### src/rtl/key_ctrl_pkg.sv
// Shared definitions for the front-panel key control stage: FSM state
// encoding and default timing constants for the 5 MHz clock domain.
package key_ctrl_pkg;

    localparam logic [1:0] ST_STOP  = 2'd0;
    localparam logic [1:0] ST_RUN   = 2'd1;
    localparam logic [1:0] ST_CLEAR = 2'd2;

    localparam int DEF_DB_CYCLES = 50000;
    localparam int DEF_CLR_HOLD  = 5000000;

    typedef enum logic [1:0] {
        S_STOP  = ST_STOP,
        S_RUN   = ST_RUN,
        S_CLEAR = ST_CLEAR
    } key_state_t;

endpackage

### src/rtl/key_debounce.sv
// One push-button: 2-flop synchroniser, stable-level debounce counter and a
// single-cycle pulse on each accepted press (0->1 of the debounced level).
module key_debounce
    import key_ctrl_pkg::*;
#(
    parameter int DB_CYCLES = DEF_DB_CYCLES,
    parameter int DB_W      = 16
) (
    input  logic clk_in1,
    input  logic clr_n,
    input  logic key_raw,
    output logic key_lvl,
    output logic key_press
);

    localparam logic [DB_W-1:0] CNT_MAX = DB_W'(DB_CYCLES - 1);

    logic            r_sync1;
    logic            r_sync2;
    logic            r_lvl;
    logic            r_lvl_d;
    logic [DB_W-1:0] r_cnt;

    always_ff @(posedge clk_in1 or negedge clr_n) begin
        if (!clr_n) begin
            r_sync1 <= 1'b0;
            r_sync2 <= 1'b0;
            r_lvl   <= 1'b0;
            r_lvl_d <= 1'b0;
            r_cnt   <= '0;
        end else begin
            r_sync1 <= key_raw;
            r_sync2 <= r_sync1;
            r_lvl_d <= r_lvl;
            // Any sample agreeing with the stable level restarts the count.
            if (r_sync2 == r_lvl) begin
                r_cnt <= '0;
            end else if (r_cnt == CNT_MAX) begin
                r_lvl <= r_sync2;
                r_cnt <= '0;
            end else begin
                r_cnt <= r_cnt + 1'b1;
            end
        end
    end

    assign key_lvl   = r_lvl;
    assign key_press = r_lvl & ~r_lvl_d;

endmodule

### src/rtl/key_ctrl.sv
// Run/stop and clear control for the BCD counter: debounced buttons drive a
// STOP/RUN/CLEAR FSM whose clr output is stretched to span a slow-clock period.
module key_ctrl
    import key_ctrl_pkg::*;
#(
    parameter int DB_CYCLES = DEF_DB_CYCLES,
    parameter int DB_W      = 16,
    parameter int CLR_HOLD  = DEF_CLR_HOLD,
    parameter int HOLD_W    = 23
) (
    input  logic       clk_in1,
    input  logic       clr_n,
    input  logic       btn_run,
    input  logic       btn_clr,
    output logic       Enable,
    output logic       clr,
    output logic [1:0] key_lvl
);

    localparam logic [HOLD_W-1:0] HOLD_MAX = HOLD_W'(CLR_HOLD - 1);

    logic w_run_lvl;
    logic w_run_press;
    logic w_clr_lvl;
    logic w_clr_press;

    key_state_t        r_state;
    logic [HOLD_W-1:0] r_hold;
    logic              r_enable;
    logic              r_clr;

    key_debounce #(.DB_CYCLES(DB_CYCLES), .DB_W(DB_W)) u_db_run (
        .clk_in1   (clk_in1),
        .clr_n     (clr_n),
        .key_raw   (btn_run),
        .key_lvl   (w_run_lvl),
        .key_press (w_run_press)
    );

    key_debounce #(.DB_CYCLES(DB_CYCLES), .DB_W(DB_W)) u_db_clr (
        .clk_in1   (clk_in1),
        .clr_n     (clr_n),
        .key_raw   (btn_clr),
        .key_lvl   (w_clr_lvl),
        .key_press (w_clr_press)
    );

    always_ff @(posedge clk_in1 or negedge clr_n) begin
        if (!clr_n) begin
            r_state  <= S_STOP;
            r_hold   <= '0;
            r_enable <= 1'b0;
            r_clr    <= 1'b0;
        end else begin
            r_enable <= (r_state == S_RUN);
            r_clr    <= (r_state == S_CLEAR);
            case (r_state)
                S_STOP: begin
                    if (w_clr_press) begin
                        r_state <= S_CLEAR;
                        r_hold  <= '0;
                    end else if (w_run_press) begin
                        r_state <= S_RUN;
                    end
                end
                S_RUN: begin
                    if (w_clr_press) begin
                        r_state <= S_CLEAR;
                        r_hold  <= '0;
                    end else if (w_run_press) begin
                        r_state <= S_STOP;
                    end
                end
                S_CLEAR: begin
                    // Run presses are dropped; a held clear button keeps H saturated.
                    if (w_clr_press) begin
                        r_hold <= '0;
                    end else if (r_hold == HOLD_MAX) begin
                        if (!w_clr_lvl) begin
                            r_state <= S_STOP;
                        end
                    end else begin
                        r_hold <= r_hold + 1'b1;
                    end
                end
                default: r_state <= S_STOP;
            endcase
        end
    end

    assign Enable  = r_enable;
    assign clr     = r_clr;
    assign key_lvl = {w_clr_lvl, w_run_lvl};

endmodule
### config.mk
export PLATFORM = sky130hd
export DESIGN_NAME = key_ctrl
export DESIGN_NICKNAME = d
export VERILOG_FILES = /design/src/rtl/key_ctrl_pkg.sv /design/src/rtl/key_debounce.sv /design/src/rtl/key_ctrl.sv
export SDC_FILE = /design/constraint.sdc
export NUM_CORES = 1
export LEC_CHECK = 0
export BUFFER_PORTS_ARGS = -buffer_cell sky130_fd_sc_hd__buf_2
export CAP_MARGIN = 20
export CORE_ASPECT_RATIO = 0.5
export CORE_UTILIZATION = 50
export DETAILED_ROUTE_END_ITERATION = 7
export PLACE_DENSITY = 0.68
export SETUP_SLACK_MARGIN = 0.05
export SYNTH_ARGS = -nofsm -noshare
export SYNTH_HDL_FRONTEND = slang
export SYNTH_SLANG_ARGS = --single-unit
### constraint.sdc
create_clock -name clk_in1 -period 3.5 [get_ports clk_in1]
set_clock_uncertainty 0.1 [all_clocks]
set_input_delay 0.175 -clock clk_in1 [delete_from_list [all_inputs] [get_ports clk_in1]]
set_output_delay 0.175 -clock clk_in1 [all_outputs]
set_load 0.02 [all_outputs]
* Word-level counts from Yosys, hierarchy flattened *
Cells that the tools add are included.
W data, S select, Z words.

cells by class
  $add $sub $neg = 3
  reduce and logical (&&, ||, !) cells = 7
  bitwise logic cells = 6
  multiplexer cells = 16
  equal/unequal tests = 14

operator list
  kind                     number
  $mux W23                 3
  $mux W16                 4
  $pmux W23 S2             1
  $add A16 B1 Y16 const B  2
  $eq A16 B16 Y1 const B   2
  $add A23 B1 Y23 const B  1
  $eq A23 B23 Y1 const B   1
  $mux W2                  7
  $ne A3 B1 Y1 const B     2
  $pmux W2 S3              1
  $reduce_and A5 Y1        1
  $ne A2 B1 Y1 const B     2
  $ne A2 B2 Y1 const B     2
  $not A1 Y1               4
  $reduce_and A2 Y1        2
  $ne A3 B2 Y1 const B     1
  $reduce_and A3 Y1        1
  $and A1 B1 Y1            2
  $eq A1 B1 Y1             2
  $eq A2 B1 Y1 const B     1
  $eq A2 B2 Y1 const B     1
  $logic_not A2 Y1         1
  $reduce_bool A2 Y1       1
  $reduce_or A2 Y1         1

word-level totals
  output and inout bits = 4
  word-level logic and storage cells = 60
  flip-flop bits (word level) = 67

* Logic depth before layout (Yosys ltp) *
Gate-level depths: netlist (run 1).

  word-level depth = 5
  depth in mapped cells = 8
  depth with buffers taken out = 6

* Hierarchy *
Synthesis (run 1) repeated with hierarchy kept, for this count alone.

unflattened totals
  cells, all modules = 359
  area total of the unflattened synthesis = 3564.7 sq um

modules (own cells, without submodules)
  module        area an instance (sq um)  cells each  instances
  key_debounce  942.2                     88          2
  key_ctrl      1680.4                    183         1

* Worst setup path before layout (run 1) *
OpenSTA, ideal clock, no wires.

  path kind = register to register
  start point = reg r_hold[0]
  end point = reg r_hold[1]
  library setup time = 0.122 ns
  buffers on the path = 2
  cell stages (with the launch flop) = 8
  data arrival time = 1.850 ns
  setup slack = 1.428 ns
  required time = 3.278 ns
  path through = dfrtp_1 ha_1 nand3_2 or3_4 o31a_1 buf_6 buf_8 a32o_1

between the ends
  cells in the longest elaborated chain, start to end = 4
  elaborated cells on any way between the ends = 7
  classes of those cells = add/sub (1); eq/ne (2); mux (3); reduce/logical (1)

ends and longest elaborated chain
  what                      line            text
  start: declaration        key_ctrl.sv:28  logic [HOLD_W-1:0] r_hold;
  start signal: assignment  key_ctrl.sv:83  r_hold <= r_hold + 1'b1;
  $add A23 B1 Y23           key_ctrl.sv:83
  $mux W23                  key_ctrl.sv:78  end else if (r_hold == HOLD_MAX) begin
  $mux W23                  key_ctrl.sv:76  if (w_clr_press) begin
  $pmux W23 S2              key_ctrl.sv:57  case (r_state)

Several ways; a longest one is shown, not always the timed one. The select of a mux whose other input is x is not followed.
A chain may end at the register's enable or synchronous reset.

* Worst setup path in the final report (run 1) *
  start point = reg r_hold[0]
  end point = reg r_hold[12]

The elaborated chain is that of the path after synthesis.

==> results of run 1 <==
-- final cells by class --
cell class | count | area (sq um) | share of cell area
clock buffer | 10 | 239.0 | 0.06297
clock inverter | 6 | 112.6 | 0.02967
inverter | 9 | 33.78 | 0.008902
tap | 88 | 110.1 | 0.02901
sequential | 67 | 1677 | 0.4418
multi-input combinational | 251 | 1550 | 0.4085
timing repair buffer | 11 | 72.57 | 0.01912
-- power by group --
group	switching [mW]	internal [mW]	total, mW
Combinational	0.0251	0.0104	0.0355
Clock	0.340	0.714	1.05
Sequential	0.00621	0.783	0.789
Total	0.371	1.51	1.88
-- Yosys cell counts (7+ instances only) --
| cell | count | area share |
|---|---|---|
| xor2_1 | 16 | 0.042 |
| xnor2_1 | 15 | 0.039 |
| nand2_1 | 21 | 0.024 |
| a21oi_1 | 16 | 0.024 |
| nand4_1 | 16 | 0.030 |
| nor3_1 | 9 | 0.013 |
| nand3_1 | 27 | 0.040 |
| nor2_1 | 45 | 0.050 |
| dfrtp_1 | 67 | 0.50 |
| inv_1 | 9 | 0.010 |
| mux2i_1 | 7 | 0.021 |
| and3_1 | 11 | 0.021 |
-- worst paths after layout --
check                            startpoint          endpoint  slack [ns]  cells past startpoint
min in group asynchronous             clr_n        r_hold[16]        0.46                      3
min                        u_db_run.r_sync1  u_db_run.r_sync2        0.25                      0
max                               r_hold[0]        r_hold[12]        0.87                      6
max in group asynchronous             clr_n  u_db_run.key_lvl        2.29                      3
min reg2reg                u_db_run.r_sync1  u_db_run.r_sync2        0.25                      0
max reg2reg                       r_hold[0]        r_hold[12]        0.87                      6
-- sequential cells by signal, indices dropped and copies added, names as in the netlist --
name and count:
u_db_run.r_lvl_d 1, clr 1, u_db_clr.r_lvl_d 1, u_db_run.r_sync2 1
u_db_clr.key_lvl 1, r_state 2, Enable 1, r_hold 23
u_db_run.key_lvl 1, u_db_clr.r_cnt 16, u_db_run.r_sync1 1, u_db_clr.r_sync1 1
u_db_clr.r_sync2 1, u_db_run.r_cnt 16
-- what timing repair did --
item,4_1_cts,5_1_grt
hold buffers,3,0
endpoints found under the setup margin,0,0
endpoints found under the hold margin,69,0
-- worst max-delay path: cells and delay by family (launching register included) --
kind	cells	cell delay (ns)
AND/OR/NAND/NOR	2	0.57
flip-flops	1	0.39
adder cells (fa/ha/maj)	1	0.23
AO/OA/AOI/OAI	3	1.25
-- cell families after synthesis --
kind of cell               synth area share
AOI/OAI and AO/OA                   0.09254
xor gates and xnor gates            0.08097
adders and majority gates           0.01120
buffers and inverters               0.03768
DFF                                  0.5000
muxes                               0.02761
and+or+nand+nor                      0.2500
-- routing by layer --
metal  vias up  GRT usage
li1       1234          -
met1      1195     0.2474
met2        54     0.3370
met3         4    0.07729
met4         0    0.06593
met5         -          0
==> flow_metrics.env, run 1 <==
export IMPL_mostFrequentLayoutCells="dfrtp_1, nor2_1, nand3_1"
export IMPL_rows=20
export IMPL_crit_fanout=23
export IMPL_fin_crit_sh=0.7525
export IMPL_gr_total_overflow=0
export IMPL_routabilityCongestion=0.8039
export IMPL_post_cts_setup_buffers=0
export IMPL_htreeDepth=3
export IMPL_numCtsBuffers=9
export IMPL_start_util=0.5360
export IMPL_cp_required_ns=3.65
export IMPL_clk_pin_slew_ns=0.06
export IMPL_synth_cells=340
export IMPL_avgSynthCellArea_sq_um=9.862
export IMPL_grt_pass1_vias=2283
export IMPL_ys_flop_type="dfrtp_1"
export IMPL_power_leakage_nw=1.652
export IMPL_port_buffers=7
export IMPL_cpPeakStageDelay_ns=0.85
export IMPL_path_cells="ha_1 > nand3_2 > or3_4 > o31ai_4 > a22oi_1 > o21ai_0"
export IMPL_cp_end_kind="flip-flop"
export IMPL_fin_nets=356
export IMPL_vias_per_cell=5.627
export IMPL_ios=8
export IMPL_fp_dieW_um=117.8
export IMPL_drt_first_pass_iters=5
export IMPL_synth_seq_area_share=0.5000
export IMPL_fin_tns_setup_ns=0
export IMPL_hp_class="flip-flop to flip-flop"
export IMPL_root_buffer="clkbuf_16"
export IMPL_rsz0062_at_grt="no"
export IMPL_cts_resized=0
export IMPL_wl_met3_um=306
export IMPL_fillers=536
export IMPL_whs_ns=0.2486
export IMPL_slew_headroom=0.3617
export IMPL_placed_area_sq_um=3413
export IMPL_grt_max_degree=68
export IMPL_wl_met1_mm=3.116
export IMPL_stdcell_count=442
export IMPL_antenna_found_initial=0
export IMPL_design_area_sq_um=3795
export IMPL_wl_met2_mm=3.086
export IMPL_wl_mm=6.542
export IMPL_worstSkewPairLatency_ns=0.33
export IMPL_max_vdd_ir_drop_mv=0.3079
export IMPL_status="completed"
export IMPL_yosys_cell_types_count=46
export IMPL_maxCapViolCount=0
export IMPL_hpwl_mm=4.089
export IMPL_period_minus_slack_ns=2.634
export IMPL_synth_warnings=0
export IMPL_setup_violations_final=0
export IMPL_drt_iter0_drc=228
export IMPL_dr_total_vias=2487
export IMPL_grt_util_all_layers=0.2021
export IMPL_core_area_sq_um=6256
export IMPL_fmax_mhz=379.7
export IMPL_drc_errors=0
export IMPL_worstSetupPathType="flip-flop to flip-flop"
export IMPL_power_density_nw_per_um2=495.2
export IMPL_syn_area_sq_um=3353
export IMPL_cp_arrival_ns=2.78
export IMPL_dp_cells=423
export IMPL_final_common_cell="dfrtp_1"
export IMPL_syn_to_final_growth_pct=13.17
export IMPL_top_layer="met4"
export IMPL_final_core_util=0.6066
export IMPL_diodes=0
export IMPL_syn_nets=347
export IMPL_die_area_sq_um=7058
export IMPL_synth_edf_count=0
export IMPL_startpoint_type="flip-flop"
export IMPL_die_h_um=59.91
export IMPL_crit_slowest_cell="o31ai_4"
export IMPL_wl_per_cell_um=14.80
export IMPL_drv_slew=0
export IMPL_synth_seq_cells=67
export IMPL_finalHoldViolations=0
export IMPL_clock_sinks=67
export IMPL_worst_pin_slew_ns=0.9575
export IMPL_drive_gt1_frac=0.09605
export IMPL_grt_first_pass_wirelength_mm=10.90
export IMPL_timing_final_ws_setup_ns=0.8663
export IMPL_ant_nets=0
export IMPL_synthArstFlopShare=1.000
export IMPL_p_total_mw=1.879
export IMPL_cts_buffer_depth=2
export IMPL_cts_tree="done"
export IMPL_dp_worst_setup_slack_ns=0.9087
No activity file was read; power rests on OpenSTA's default activity.
==> run 2, diff against run 1 <==
Settings changed: ABC_AREA set to 1.
Clock period 3.5 ns to 2.7 ns, I/O delays scaled along.
==> run 2 against run 1 <==
Routed wire length rose by 26%. Global-route usage rose by 3.0 points. Non-clock buffer count rose by 2. Sequential share of layout area fell by 5.4 points. Setup slack improved by 0.0055 ns.
==> flow_metrics.env, run 2 <==
export IMPL_status="completed"
export IMPL_rsz0062_at_grt="no"
export IMPL_p_sw_uw=511.5
export IMPL_p_int_mw=1.749
export IMPL_fp_dieW_um=126.5
export IMPL_min_path_cells=0
export IMPL_maxCapViolCount=0
export IMPL_slew_headroom=0.4583
export IMPL_ys_flop_type="dfrtp_1"
export IMPL_fin_nets=563
export IMPL_min_to="u_db_run.r_sync2"
export IMPL_port_buffers=7
export IMPL_fillers=672
export IMPL_grt_pass1_vias=3062
export IMPL_startpoint_type="flip-flop"
export IMPL_clock_sinks=67
export IMPL_synth_top_area_frac=0.4324
export IMPL_ios=8
export IMPL_avgSynthCellArea_sq_um=7.180
export IMPL_start_util=0.5237
export IMPL_yosys_area_top_type="dfrtp_1"
export IMPL_worstSetupPathType="flip-flop to flip-flop"
export IMPL_fmax_mhz=547.0
export IMPL_numCtsBuffers=9
export IMPL_die_area_sq_um=8133
export IMPL_power_frac_seq=0.452
export IMPL_worstReg2RegEnd="r_hold[14]"
export IMPL_root_buffer="clkbuf_16"
export IMPL_crit_fanout=26
export IMPL_die_h_um=64.27
export IMPL_cp_arrival_ns=1.96
export IMPL_hp_class="flip-flop to flip-flop"
export IMPL_cts_hold_fix_buffers=3
export IMPL_top_register="r_hold"
export IMPL_syn_to_final_growth_pct=11.62
export IMPL_pwr_share_comb=0.022
export IMPL_antenna_found_initial=0
export IMPL_ant_nets=0
export IMPL_synth_common_cells="nand2_1, nor2_1, dfrtp_1"
export IMPL_vias_per_cell=5.075
export IMPL_drc_errors=0
export IMPL_max_vdd_ir_drop_mv=0.2917
export IMPL_grt_first_pass_wirelength_mm=14.55
export IMPL_diodes=0
export IMPL_gr_total_overflow=0
export IMPL_wl_mm=8.261
export IMPL_r2r_slack_ns=0.87
export IMPL_grt_util_all_layers=0.2326
export IMPL_dr_total_vias=3334
export IMPL_switching_share=0.2263
export IMPL_post_cts_setup_buffers=0
export IMPL_synth_seq_area_share=0.4324
export IMPL_drive_gt1_frac=0.09447
export IMPL_core_area_sq_um=7405
export IMPL_clkPwrFrac=0.526
export IMPL_wl_per_cell_um=12.57
export IMPL_finalHoldViolations=0
export IMPL_cp_required_ns=2.83
export IMPL_mostFrequentLayoutCells="nand2_1, nor2_1, dfrtp_1"
export IMPL_syn_area_sq_um=3877
export IMPL_yosys_cell_count_top_type="nand2_1"
export IMPL_hold_start="u_db_run.r_sync1"
export IMPL_htreeDepth=3
export IMPL_drv_slew=0
export IMPL_synth_seq_cells=67
export IMPL_cts_tree="done"
export IMPL_cp_end_kind="flip-flop"
export IMPL_power_density_nw_per_um2=522.4
export IMPL_yosys_cell_types_count=34
export IMPL_drt_first_pass_iters=5
export IMPL_synth_edf_count=0
export IMPL_critPathBufInv=0
export IMPL_routabilityCongestion=0.8660
export IMPL_grt_max_degree=68
export IMPL_rows=22
export IMPL_cts_buffer_depth=2
export IMPL_clk_pin_slew_ns=0.06
export IMPL_path_cells="nand2_1 > nand4_1 > nor2_1 > nand2_1 > nand2_4 > nand2_2 > nand2_1 > nand2_1"
export IMPL_crit_top_cell="nand2_1"
export IMPL_setup_violations_final=0
export IMPL_timing_final_ws_setup_ns=0.8719
export IMPL_cpPeakStageDelay_ns=0.45
export IMPL_synthArstFlopShare=1.000
export IMPL_cts_resized=0
export IMPL_worstSkewPairLatency_ns=0.34
export IMPL_rr_worst_depth=8
export IMPL_dp_worst_setup_slack_ns=0.8884
export IMPL_fin_tns_setup_ns=0
export IMPL_r2r_start="u_db_clr.key_lvl"
export IMPL_largest_reg_flops=23
export IMPL_synth_warnings=0
export IMPL_hpwl_mm=5.672
export IMPL_whs_ns=0.2560
export IMPL_drt_iter0_drc=239
export IMPL_synth_cells=540
export IMPL_path_delay_family="simple AND/OR/NAND/NOR gates"
export IMPL_worst_pin_slew_ns=0.8126
export IMPL_crit_slowest_cell="dfrtp_1"
export IMPL_final_common_cell="nand2_1"
export IMPL_largest_registers="r_hold: 23 flops, u_db_clr.r_cnt: 16 flops, u_db_run.r_cnt: 16 flops"
export IMPL_period_minus_slack_ns=1.828
export IMPL_syn_nets=547
export IMPL_synthTopCellsByArea="dfrtp_1, nand2_1, nor2_1"
export IMPL_power_leakage_nw=2.028
export IMPL_fin_crit_sh=0.6771
-- run 2: layout make-up --
cell class              instances  area (sq um)  share of cell area
repair buffers                 13         87.58             0.02024
multi-input cells             396          1883              0.4351
flip-flops and latches         67          1677              0.3874
clock buffers                   9         225.2             0.05204
clock inverters                 7         76.32             0.01764
inverters                      69         259.0             0.05984
well taps                      96         120.1             0.02775
-- run 2: power by group through the flow --
stage	combinational (mW)	clock (mW)	sequential (mW)
final	0.0503	1.19	1.02
after global routing	0.0607	1.26	1.02
after CTS	0.0535	1.22	1.02
after detailed placement	0.0503	0	1.04
after global placement	0.0490	0	1.04
after floorplan	0.0206	0	1.04
-- run 2: how the worst max path moves through the flow --
stage	to	slack (ns)	cells past startpoint	startpoint
3_3_place_gp	r_hold[14]	0.91	8	u_db_clr.key_lvl
5_1_grt	r_hold[8]	0.76	8	u_db_clr.key_lvl
2_1_floorplan	u_db_clr.r_cnt[15]	1.18	8	u_db_clr.r_cnt[0]
4_1_cts	r_hold[14]	0.88	8	u_db_clr.key_lvl
3_5_place_dp	r_hold[14]	0.89	8	u_db_clr.key_lvl
6_report	r_hold[14]	0.87	8	u_db_clr.key_lvl
-- run 2: worst register-to-register path: stages (launching register included) --
cell and delay, ns:
dfrtp_1 0.45, nand2_1 0.17, nand4_1 0.14, nor2_1 0.16, nand2_1 0.11, nand2_4 0.25
nand2_2 0.19, nand2_1 0.11, nand2_1 0.05
-- run 2: cells by family (layout without fill, tap and decap cells) --
group	after synthesis	in the layout	synth area share
AND/OR/NAND/NOR	360	360	0.4130
buffers and inverters	77	98	0.08196
flip-flops	67	67	0.4324
AO/OA/AOI/OAI	18	18	0.02904
XOR/XNOR	15	15	0.03388
adder cells (fa/ha/maj)	3	3	0.009682
-- run 2: per-layer routing --
metal,part of all wire,GRT usage,routed length [um],vias up
li1,-,-,-,1746
met5,0,0,0,-
met1,0.54,0.3328,4438,1520
met4,0.0058,0.07982,48,0
met3,0.038,0.06533,313,7
met2,0.42,0.3363,3461,61
-- run 2: through the flow --
step / utilization / instance area, sq um / cells / total power, mW
after global routing: 0.5845 / 4328 / 657 / 2.345
after floorplan: - / 3877 / 540 / 1.059
after global placement: 0.5397 / 3996 / 638 / 1.089
final: 0.5845 / 4328 / 657 / 2.261
after detailed placement: 0.5397 / 3996 / 638 / 1.090
after CTS: 0.5845 / 4328 / 657 / 2.299
==> run 3, diff against run 2 <==
Settings changed: ABC_AREA 1 to 0, PLACE_DENSITY 0.68 to 0.71.
Clock period 2.7 ns to 1.6 ns, I/O delays scaled along.
==> run 3 against run 2 <==
The run now ends with negative setup slack left. Setup slack got worse by 1.3 ns. Non-clock buffer count rose by 72. Maximum frequency down 8.6%. Global-route usage is 2.5 points higher. Sequential share of layout area shrank 3.1 points. Sequential power up 70%. Register-to-register slack got worse by 1.3 ns. Die area fell by 13%. Routed wire length grew 5.9%. Total power is 73% higher. Critical path type unchanged. Largest cell class unchanged.
==> flow_metrics.env, run 3 (synthesis gave the netlist of run 1 again) <==
export IMPL_startpoint="r_hold[0]"
export IMPL_htreeDepth=3
export IMPL_violations="negative setup slack"
export IMPL_fin_crit_sh=1.249
export IMPL_final_common_cell="dfrtp_1"
export IMPL_worstSkewPairLatency_ns=0.34
export IMPL_rsz0062_at_grt="yes"
export IMPL_endpoint="r_hold[12]"
export IMPL_stdcell_count=517
export IMPL_clock_sinks=67
export IMPL_wl_mm=8.748
export IMPL_ios=8
export IMPL_root_buffer="clkbuf_16"
export IMPL_finalHoldViolations=0
export IMPL_ant_nets=0
export IMPL_core_area_sq_um=6256
export IMPL_port_buffers=7
export IMPL_rr_worst_depth=7
export IMPL_worstSetupPathType="flip-flop to flip-flop"
export IMPL_period_minus_slack_ns=1.999
export IMPL_die_area_sq_um=7058
export IMPL_power_density_nw_per_um2=833.2
export IMPL_grt_util_all_layers=0.2574
export IMPL_cp_arrival_ns=2.12
export IMPL_status="finished with violations"
export IMPL_fillers=401
export IMPL_numCtsBuffers=9
export IMPL_timing_final_ws_setup_ns=-0.3991
export IMPL_worstReg2RegEnd="r_hold[12]"
export IMPL_diodes=0
export IMPL_drt_first_pass_iters=4
export IMPL_fp_dieW_um=117.8
export IMPL_start_util=0.5360
export IMPL_startpoint_type="flip-flop"
export IMPL_syn_to_final_growth_pct=40.15
export IMPL_routabilityCongestion=0.8635
export IMPL_largest_reg_flops=23
export IMPL_gr_total_overflow=0
export IMPL_dr_total_vias=2953
export IMPL_drv_slew=0
export IMPL_rows=20
export IMPL_fin_nets=432
export IMPL_die_h_um=59.91
export IMPL_hp_class="primary input to async pin"
export IMPL_cp_required_ns=1.72
export IMPL_clk_pin_slew_ns=0.05
export IMPL_drive_gt1_frac=0.3800
export IMPL_grt_pass1_vias=2862
export IMPL_power_leakage_nw=2.106
export IMPL_grt_first_pass_wirelength_mm=13.77
export IMPL_maxCapViolCount=0
export IMPL_crit_fanout=10
export IMPL_vias_per_cell=5.712
export IMPL_top_register="r_hold"
export IMPL_drc_errors=0
export IMPL_mostFrequentLayoutCells="dfrtp_1, buf_4, nor2_1"
export IMPL_setup_violations_final=40
export IMPL_antenna_found_initial=0
export IMPL_wl_per_cell_um=16.92
export IMPL_fmax_mhz=500.2
export IMPL_final_core_util=0.7512
export IMPL_largest_registers="r_hold: 23 flops, u_db_clr.r_cnt: 16 flops, u_db_run.r_cnt: 16 flops"
export IMPL_cts_buffer_depth=2
export IMPL_grt_max_degree=68
export IMPL_slew_headroom=0.7363
export IMPL_r2r_start="r_hold[0]"
export IMPL_r2r_slack_ns=-0.40
export IMPL_cts_tree="done"
export IMPL_dp_cells=486
export IMPL_max_vdd_ir_drop_mv=0.9270
export IMPL_hpwl_mm=4.937
export IMPL_cp_end_kind="flip-flop"
export IMPL_worst_pin_slew_ns=0.3942
export IMPL_drt_iter0_drc=154
run 3: critical path, stage by stage (launching register included):
cell	delay [ns]
dfrtp_1	0.40
ha_4	0.17
nand3_4	0.08
or3_4	0.39
o31a_1	0.31
buf_6	0.16
a22oi_1	0.19
o21ai_1	0.08
run 3: repair_timing:
item / CTS / global route
gates resized for setup: 40 / 26
hold endpoints to repair: 69 / 0
endpoints found under the setup margin: 56 / 46
pin swaps: 20 / 7
buffers inserted: 6 / 5
hold buffers: 3 / 0
cloned: 3 / 0
run 3: cell type report:
class                      instances  area, sq um  share of cell area
clock inverter                     5        78.83             0.01677
timing repair buffer              85        688.2              0.1464
inverter                           9        33.78            0.007188
sequential                        67         1677              0.3568
multi-input combinational        253         1883              0.4007
tap                               88        110.1             0.02343
clock buffer                      10        229.0             0.04872
run 3: metal layers:
metal,up-vias,wire length [um],share of wire,track usage
li1,1379,-,-,-
met1,1451,3769,0.43,0.3134
met2,94,4279,0.49,0.4244
met3,29,468,0.053,0.08779
met4,0,231,0.026,0.1190
met5,-,0,0,0
run 3: power breakdown:
group	total, mW	switching (mW)	internal (mW)
sequential	1.73	0.0136	1.71
combinational	0.109	0.0711	0.0383
clock	2.08	0.728	1.35
run 3: how the worst min path moves through the flow:
stage                         to  slack (ns)
6_report       u_db_run.r_cnt[4]        0.18
5_1_grt        u_db_clr.r_cnt[2]        0.25
4_1_cts        u_db_run.r_cnt[7]        0.21
3_5_place_dp   u_db_run.r_cnt[4]        0.03
3_3_place_gp   u_db_run.r_cnt[7]        0.02
2_1_floorplan             Enable       -0.32
run 3: through the flow:
step	setup WS [ns]	total power, mW	hold slack [ns]	setup TNS [ns]	cell area (sq um)
CTS	-0.3407	3.927	0.2109	-6.891	4572
finish	-0.3991	3.916	0.1771	-8.605	4700
floorplan	-0.4074	1.790	-0.3156	-7.508	3443
detailed placement	-0.4820	1.838	0.02510	-9.833	3995
global placement	-0.3974	1.834	0.02169	-8.903	3995
global route	-0.4454	4.028	0.2468	-11.42	4700
